## config.mk

```make
export PLATFORM = sky130hd
export DESIGN_NAME = xor_unit_scheduler_flat
export DESIGN_NICKNAME = d
export VERILOG_FILES = /design/src/rtl/xor_unit_scheduler_if.sv /design/src/rtl/xor_unit_scheduler.sv /design/src/flat_wrapper.sv
export SDC_FILE = /design/constraint.sdc
export NUM_CORES = 1
export LEC_CHECK = 0
export CORE_MARGIN = 3
export CORE_UTILIZATION = 37
export DETAILED_ROUTE_END_ITERATION = 8
export PLACE_DENSITY_LB_ADDON = 0.1
export REMOVE_ABC_BUFFERS = 1
export SLEW_MARGIN = 20
export SYNTH_ARGS = -nofsm -noshare
export SYNTH_HDL_FRONTEND = slang
export SYNTH_SLANG_ARGS = --single-unit
```

## constraint.sdc

```tcl
create_clock -name clk -period 1.5 [get_ports clk]
set_input_delay 0.375 -clock clk [delete_from_list [all_inputs] [get_ports clk]]
set_output_delay 0.375 -clock clk [all_outputs]
set_load 0.01 [all_outputs]
```

## src/rtl/xor_unit_scheduler_if.sv

```systemverilog
// rtl/xor_unit_scheduler_if.sv - request/response/lane bundle for the quad-XOR scheduler
// resp_parity exists only when XOR_SCHED_PARITY_EN is defined.
interface xor_unit_scheduler_if #(
  parameter int DATA_W = 8
);
  logic              req0_valid;
  logic              req0_ready;
  logic [DATA_W-1:0] req0_a;
  logic [DATA_W-1:0] req0_b;
  logic              req1_valid;
  logic              req1_ready;
  logic [DATA_W-1:0] req1_a;
  logic [DATA_W-1:0] req1_b;
  logic              resp_valid;
  logic              resp_ready;
  logic [DATA_W-1:0] resp_data;
  logic              resp_id;
`ifdef XOR_SCHED_PARITY_EN
  logic              resp_parity;
`endif
  logic [3:0]        lane_a;
  logic [3:0]        lane_b;
  logic [3:0]        lane_y;

  modport master (
    output req0_valid, req0_a, req0_b, req1_valid, req1_a, req1_b, resp_ready, lane_y,
`ifdef XOR_SCHED_PARITY_EN
    input  resp_parity,
`endif
    input  req0_ready, req1_ready, resp_valid, resp_data, resp_id, lane_a, lane_b
  );

  modport slave (
    input  req0_valid, req0_a, req0_b, req1_valid, req1_a, req1_b, resp_ready, lane_y,
`ifdef XOR_SCHED_PARITY_EN
    output resp_parity,
`endif
    output req0_ready, req1_ready, resp_valid, resp_data, resp_id, lane_a, lane_b
  );
endinterface

```

## src/rtl/xor_unit_scheduler.sv

```systemverilog
// rtl/xor_unit_scheduler.sv - two-requester arbiter and nibble sequencer for the shared quad-XOR
// Optional result parity output enabled by defining XOR_SCHED_PARITY_EN.
module xor_unit_scheduler #(
  parameter int DATA_W = 8
) (
  input  logic                  clk,
  input  logic                  rst,
  xor_unit_scheduler_if.slave   bus
);
  localparam int N  = DATA_W / 4;
  localparam int BW = (N > 1) ? $clog2(N) : 1;

  typedef enum logic [1:0] {IDLE, RUN, DONE} state_t;

  state_t            r_state;
  state_t            w_next;
  logic [BW-1:0]     r_beat;
  logic              r_last_grant;
  logic              r_id;
  logic [DATA_W-1:0] r_a;
  logic [DATA_W-1:0] r_b;
  logic [DATA_W-1:0] r_res;

  logic              w_grant_id;
  logic              w_ready0;
  logic              w_ready1;
  logic              w_accept;
  logic              w_resp_valid;
  logic              w_last_beat;
  logic [BW+1:0]     w_sh;
  logic [DATA_W-1:0] w_shift_a;
  logic [DATA_W-1:0] w_shift_b;
  logic [DATA_W-1:0] w_res_next;
  logic [3:0]        w_lane_a;
  logic [3:0]        w_lane_b;

  // Requester 1 wins only when alone or when requester 0 had the previous grant.
  assign w_grant_id  = bus.req1_valid && (!bus.req0_valid || !r_last_grant);
  assign w_last_beat = (r_beat == BW'(N - 1));
  assign w_sh        = {r_beat, 2'b00};
  assign w_shift_a   = r_a >> w_sh;
  assign w_shift_b   = r_b >> w_sh;
  assign w_res_next  = (r_res & ~(DATA_W'(4'hF) << w_sh)) | (DATA_W'(bus.lane_y) << w_sh);

  always_ff @(posedge clk) begin
    if (rst) r_state <= IDLE;
    else     r_state <= w_next;
  end

  always_comb begin
    w_next       = r_state;
    w_ready0     = 1'b0;
    w_ready1     = 1'b0;
    w_accept     = 1'b0;
    w_resp_valid = 1'b0;
    w_lane_a     = 4'h0;
    w_lane_b     = 4'h0;
    case (r_state)
      IDLE: begin
        if (!rst) begin
          w_ready0 = bus.req0_valid && !w_grant_id;
          w_ready1 = bus.req1_valid &&  w_grant_id;
        end
        w_accept = w_ready0 || w_ready1;
        if (w_accept) w_next = RUN;
      end
      RUN: begin
        w_lane_a = w_shift_a[3:0];
        w_lane_b = w_shift_b[3:0];
        if (w_last_beat) w_next = DONE;
      end
      DONE: begin
        w_resp_valid = 1'b1;
        if (bus.resp_ready) w_next = IDLE;
      end
      default: w_next = IDLE;
    endcase
  end

  always_ff @(posedge clk) begin
    if (rst) begin
      r_beat       <= '0;
      r_last_grant <= 1'b1;
      r_id         <= 1'b0;
      r_a          <= '0;
      r_b          <= '0;
      r_res        <= '0;
    end else begin
      if (w_accept) begin
        r_a          <= w_grant_id ? bus.req1_a : bus.req0_a;
        r_b          <= w_grant_id ? bus.req1_b : bus.req0_b;
        r_id         <= w_grant_id;
        r_last_grant <= w_grant_id;
        r_beat       <= '0;
      end
      if (r_state == RUN) begin
        r_res <= w_res_next;
        if (!w_last_beat) r_beat <= r_beat + BW'(1);
      end
    end
  end

`ifdef XOR_SCHED_PARITY_EN
  logic r_parity;

  always_ff @(posedge clk) begin
    if (rst)                             r_parity <= 1'b0;
    else if (r_state == RUN && w_last_beat) r_parity <= ^w_res_next;
  end

  assign bus.resp_parity = r_parity;
`endif

  assign bus.req0_ready = w_ready0;
  assign bus.req1_ready = w_ready1;
  assign bus.resp_valid = w_resp_valid;
  assign bus.resp_data  = r_res;
  assign bus.resp_id    = r_id;
  assign bus.lane_a     = w_lane_a;
  assign bus.lane_b     = w_lane_b;
endmodule

```

## src/flat_wrapper.sv

```systemverilog
// flat-port wrapper written by rule: the top's interface ports become plain ports
module xor_unit_scheduler_flat 
#(
  parameter int DATA_W = 8
)
  (clk, rst, bus_req0_valid, bus_req0_a, bus_req0_b, bus_req1_valid, bus_req1_a, bus_req1_b, bus_resp_ready, bus_lane_y, bus_req0_ready, bus_req1_ready, bus_resp_valid, bus_resp_data, bus_resp_id, bus_lane_a, bus_lane_b);
  xor_unit_scheduler_if #(.DATA_W(DATA_W)) bus_i ();
  input  logic clk;
  input  logic rst;
  input wire logic [$bits(bus_i.req0_valid)-1:0] bus_req0_valid;
  input wire logic [$bits(bus_i.req0_a)-1:0] bus_req0_a;
  input wire logic [$bits(bus_i.req0_b)-1:0] bus_req0_b;
  input wire logic [$bits(bus_i.req1_valid)-1:0] bus_req1_valid;
  input wire logic [$bits(bus_i.req1_a)-1:0] bus_req1_a;
  input wire logic [$bits(bus_i.req1_b)-1:0] bus_req1_b;
  input wire logic [$bits(bus_i.resp_ready)-1:0] bus_resp_ready;
  input wire logic [$bits(bus_i.lane_y)-1:0] bus_lane_y;
  output wire logic [$bits(bus_i.req0_ready)-1:0] bus_req0_ready;
  output wire logic [$bits(bus_i.req1_ready)-1:0] bus_req1_ready;
  output wire logic [$bits(bus_i.resp_valid)-1:0] bus_resp_valid;
  output wire logic [$bits(bus_i.resp_data)-1:0] bus_resp_data;
  output wire logic [$bits(bus_i.resp_id)-1:0] bus_resp_id;
  output wire logic [$bits(bus_i.lane_a)-1:0] bus_lane_a;
  output wire logic [$bits(bus_i.lane_b)-1:0] bus_lane_b;
  assign bus_i.req0_valid = bus_req0_valid;
  assign bus_i.req0_a = bus_req0_a;
  assign bus_i.req0_b = bus_req0_b;
  assign bus_i.req1_valid = bus_req1_valid;
  assign bus_i.req1_a = bus_req1_a;
  assign bus_i.req1_b = bus_req1_b;
  assign bus_i.resp_ready = bus_resp_ready;
  assign bus_i.lane_y = bus_lane_y;
  assign bus_req0_ready = bus_i.req0_ready;
  assign bus_req1_ready = bus_i.req1_ready;
  assign bus_resp_valid = bus_i.resp_valid;
  assign bus_resp_data = bus_i.resp_data;
  assign bus_resp_id = bus_i.resp_id;
  assign bus_lane_a = bus_i.lane_a;
  assign bus_lane_b = bus_i.lane_b;
  xor_unit_scheduler #(.DATA_W(DATA_W)) u_core (.clk(clk), .rst(rst), .bus(bus_i));
endmodule
```

[After elaboration in Yosys (flattened, before gate mapping)]
Cells that the tools add are included.
Storage, ports and cells
  word-level logic and storage cells: 49
  flip-flop bits (word level): 29
  input port bits: 41
Operators by class
  reductions and logical operators: 10
  equality and inequality tests: 5
  multiplexer cells: 19
  $add $sub $neg: 1
  bitwise operators: 3
  shifts and indexed selects: 4
Operator list (number)
  two-way mux 8 bit: 2
  >> shifter 8 x 3 -> 4 bit: 2
  two-way mux 1 bit: 11
  bitwise AND 8 bit: 1
  two-way mux 4 bit: 2
  NOT 8 bit: 1
  bitwise OR 8 bit: 1
  left shift 4 x 3 -> 8 bit: 1
  left shift 4 x 3 -> 8 bit (first input constant): 1
  two-way mux 2 bit: 3
  one-hot mux 2 bit (3 select lines): 1
  inequality test 2 x 1 -> 1 bit (second input constant): 2
  logical AND 1 bit: 3
  logical NOT 1 bit: 3
  AND reduction 3 bit: 1
  == test 2 x 1 -> 1 bit (second input constant): 1
  == test 2 bit (second input constant): 1
  logical NOT 2 bit: 1
  logical OR 1 bit: 2
  inequality test 2 bit (second input constant): 1
  adder 1 bit (second input constant): 1

[Depth between registers and ports, before layout]
  depth after elaboration: 12
  mapped depth: 5
  gate-level depth less buffers: 3

[Worst setup path after synthesis]
Ideal clock, no wire load.
  path kind: reg-to-output
  start: register u_core.r_state[1]
  end: output bus_req0_ready
  path buffers: 2
  setup slack: -0.180 ns
  arrival time: 1.305 ns
  cell stages (with the launch flop): 5
  cell sequence: dfxtp_1 or3b_1 buf_2 buf_6 nor3_1
On the way
  cells in the longest elaborated chain, start to end: 2
RTL lines
  start, declared: RTL line xor_unit_scheduler.sv:15  | state_t r_state;
  start signal, assigned: RTL line xor_unit_scheduler.sv:47  | else r_state <= w_next;
  logical NOT 2 bit: RTL line xor_unit_scheduler.sv:58  | case (r_state)
  two-way mux 1 bit: RTL line xor_unit_scheduler.sv:58
  end, declared: RTL line flat_wrapper.sv:18  | output wire logic [$bits(bus_i.req0_ready)-1:0] bus_req0_ready;
Every way passes these cells.

[Worst setup path in the final report]
  start: register u_core.r_state[0]
  end: output bus_req1_ready
On the way
  cells in the longest elaborated chain, start to end: 2
RTL lines
  logical NOT 2 bit: RTL line xor_unit_scheduler.sv:58
  two-way mux 1 bit: RTL line xor_unit_scheduler.sv:58
  end, declared: RTL line flat_wrapper.sv:19  | output wire logic [$bits(bus_i.req1_ready)-1:0] bus_req1_ready;
Every way passes these cells.

==> impl_metrics.env <==
export IMPL_tightest_slew_ns=0.347
export IMPL_worstPathMaxFanout=3
export IMPL_async_reset_ff_frac=0
export IMPL_via_per_inst=5.24
export IMPL_grt_overflow_total=0
export IMPL_worstSetupStartpointType="flop"
export IMPL_setup_viol_count_final=11
export IMPL_synth_top_cell_by_area="dfxtp_1"
export IMPL_drv_slew=0
export IMPL_dp_hpwl_mm=2.92
export IMPL_ant_nets=0
export IMPL_rows=21
export IMPL_hold_violations=0
export IMPL_worstPathRequired_ns=1.12
export IMPL_synth_most_common_cell="nor3_1"
export IMPL_arrival_ns=1.59
export IMPL_antenna_found_initial=0
export IMPL_dieWidth_um=66.0
export IMPL_synth_common_cells="33 x nor3_1, 29 x dfxtp_1, 19 x a21oi_1"
export IMPL_wl_mm=4.18
export IMPL_fin_util=0.644
export IMPL_slew_headroom=0.763
export IMPL_drt_pass1_iter_count=6
export IMPL_ys_flop_type="dfxtp_1"
export IMPL_syn_area_um2=1330
export IMPL_layout_setup_ws_ns=-0.466
export IMPL_cts_made_buffers=5
export IMPL_io_pins=61
export IMPL_synth_seq_cells=29
export IMPL_grt_setup_unrepaired="true"
export IMPL_fin_worst_skew_ns=0.0103
export IMPL_dr_total_vias=1478
export IMPL_grt_pass1_vias=1435
export IMPL_path_clk_slew_ns=0.09
export IMPL_ir_worst_vdd_mv=0.529
export IMPL_worst_path_max_delay_cell="or3b_1"
export IMPL_core_um2=3420
export IMPL_clk_latency_ns=0.32
export IMPL_crit_type="flop to output pin"
export IMPL_grt_pass1_wl_mm=6.67
export IMPL_routedWlPerCell_um=14.8
export IMPL_fin_crit_sh=1.31
export IMPL_grtUsageTotal=0.203
export IMPL_synth_distinct_cells=24
export IMPL_die_area_um2=4360
export IMPL_netlist_instances=159
export IMPL_power_leakage_nw=0.907
export IMPL_synthTopCellsByArea="dfxtp_1 44%, nor3_1 12%, nor4_1 7.5%, a21oi_1 7.1%, mux2i_1 6.0%"
export IMPL_synth_top_area_share=0.435
export IMPL_cts_path_max_buffers=2
export IMPL_syn_avg_cell_area_um2=8.39
export IMPL_drcViolationCount=0
export IMPL_violations="setup timing"
export IMPL_cts_hold_buf=0
export IMPL_p_per_area_nw_per_um2=871
export IMPL_port_buffers=60
export IMPL_setup_tns_ns=-3.98
export IMPL_fill_cells=314
export IMPL_yosysSeqAreaShare=0.435
export IMPL_cts_tree="built"
export IMPL_start_util=0.390
export IMPL_nets=277
export IMPL_fmax_mhz=509
export IMPL_max_cap_viol_count=0
export IMPL_cts_htree_levels=2
export IMPL_worst_path_largest_cell_delay_ns=0.36
export IMPL_final_layout_size_suffix_gt1_frac=0.233
export IMPL_crit_chain="buf_6 > or3b_1 > or2_1 > nor2_1 > buf_2"
export IMPL_hold_class="flop to flop"
export IMPL_synth_edf_count=0
export IMPL_place_congestion=0.763
export IMPL_diodes=0
export IMPL_worst_setup_path_end_kind="output pin"
export IMPL_cts_root_buf="clkbuf_4"
export IMPL_outcome="complete, but fails checks"
export IMPL_cts_sinks=29
export IMPL_synthToLayoutAreaGrowth_pct=64.8
export IMPL_drt_iter0_markers=57
export IMPL_yosysWarnings=0
export IMPL_layout_min_cycle_time_ns=1.97
export IMPL_chipHeight_um=66.0
export IMPL_grt_max_degree=19
## routing by layer
layer / track usage / up-vias / part of all wire
met2: 0.343 / 49 / 0.50
met3: 0.0476 / 5 / 0.069
met4: 0.0914 / 0 / 0.011
met5: 0 / - / 0
met1: 0.244 / 690 / 0.42
li1: - / 734 / -
## path summary, 6_finish.rpt
check,from,end,slack (ns),cells after the start
max reg2reg,u_core.r_state[0],u_core.r_last_grant,0.04,4
min reg2reg,u_core.bus.resp_id,u_core.bus.resp_id,0.46,2
min,u_core.bus.resp_id,u_core.bus.resp_id,0.46,2
max,u_core.r_state[0],bus_req1_ready,-0.47,5
## critical path, delay by kind of cell, from the launching register on
| family | cells | cell delay (ns) |
|---|---|---|
| and+or+nand+nor | 3 | 0.67 |
| DFF | 1 | 0.35 |
| buffers and inverters | 2 | 0.25 |
## area by class of cell
| class | count | area (um^2) | area share |
|---|---|---|---|
| Inverter | 1 | 3.75 | 0.00171 |
| Timing Repair Buffer | 87 | 786 | 0.357 |
| Tap cell | 46 | 57.6 | 0.0262 |
| Clock buffer | 7 | 55.1 | 0.0250 |
| Multi-Input combinational cell | 112 | 713 | 0.324 |
| Sequential cell | 29 | 583 | 0.265 |
## placed cells by master, fill, tap and decap left out, drive strengths merged, types with 2 or more instances in the layout
master         count
clkdlybuf4s50     38
buf               37
nor3              33
dfxtp             29
a21oi             19
nor4              16
nor2              14
dlygate4sd2       10
a22o               8
mux2i              8
clkbuf             7
nor2b              2
or3b               2
or2                2
## repair_timing
| action | CTS | global route |
|---|---|---|
| cloned | 0 | 0 |
| pin swaps | 3 | 1 |
| endpoints found under the setup margin | 24 | 28 |
| buffers inserted | 4 | 2 |
| gates resized for setup | 64 | 10 |
## cells by family (layout without fill, tap and decap cells)
logic type	count (synthesis)	after routing	synth area share
and+or+nand+nor	74	74	0.298
AOI/OAI and AO/OA	30	30	0.141
DFF	29	29	0.435
buffers and inverters	18	95	0.0657
muxes	8	8	0.0600
## report_power, final
group,internal (mW),switching [mW]
registers,0.843,0.0393
clock network,0.221,0.260
logic,0.306,0.247
## stage by stage
stage / hold WS, ns / setup slack, ns / power (mW) / std cells / instance area [um^2]
after floorplan: 0.444 / -0.249 / 1.11 / 142 / 1250
after global placement: 0.447 / -1.01 / 1.42 / 270 / 2090
after detailed placement: 0.450 / -0.968 / 1.43 / 270 / 2090
after CTS: 0.460 / -0.469 / 1.91 / 281 / 2150
after global routing: 0.493 / -0.512 / 2.01 / 282 / 2200
final: 0.459 / -0.466 / 1.92 / 282 / 2200
Note: power is estimated with default switching activity, not from simulation.
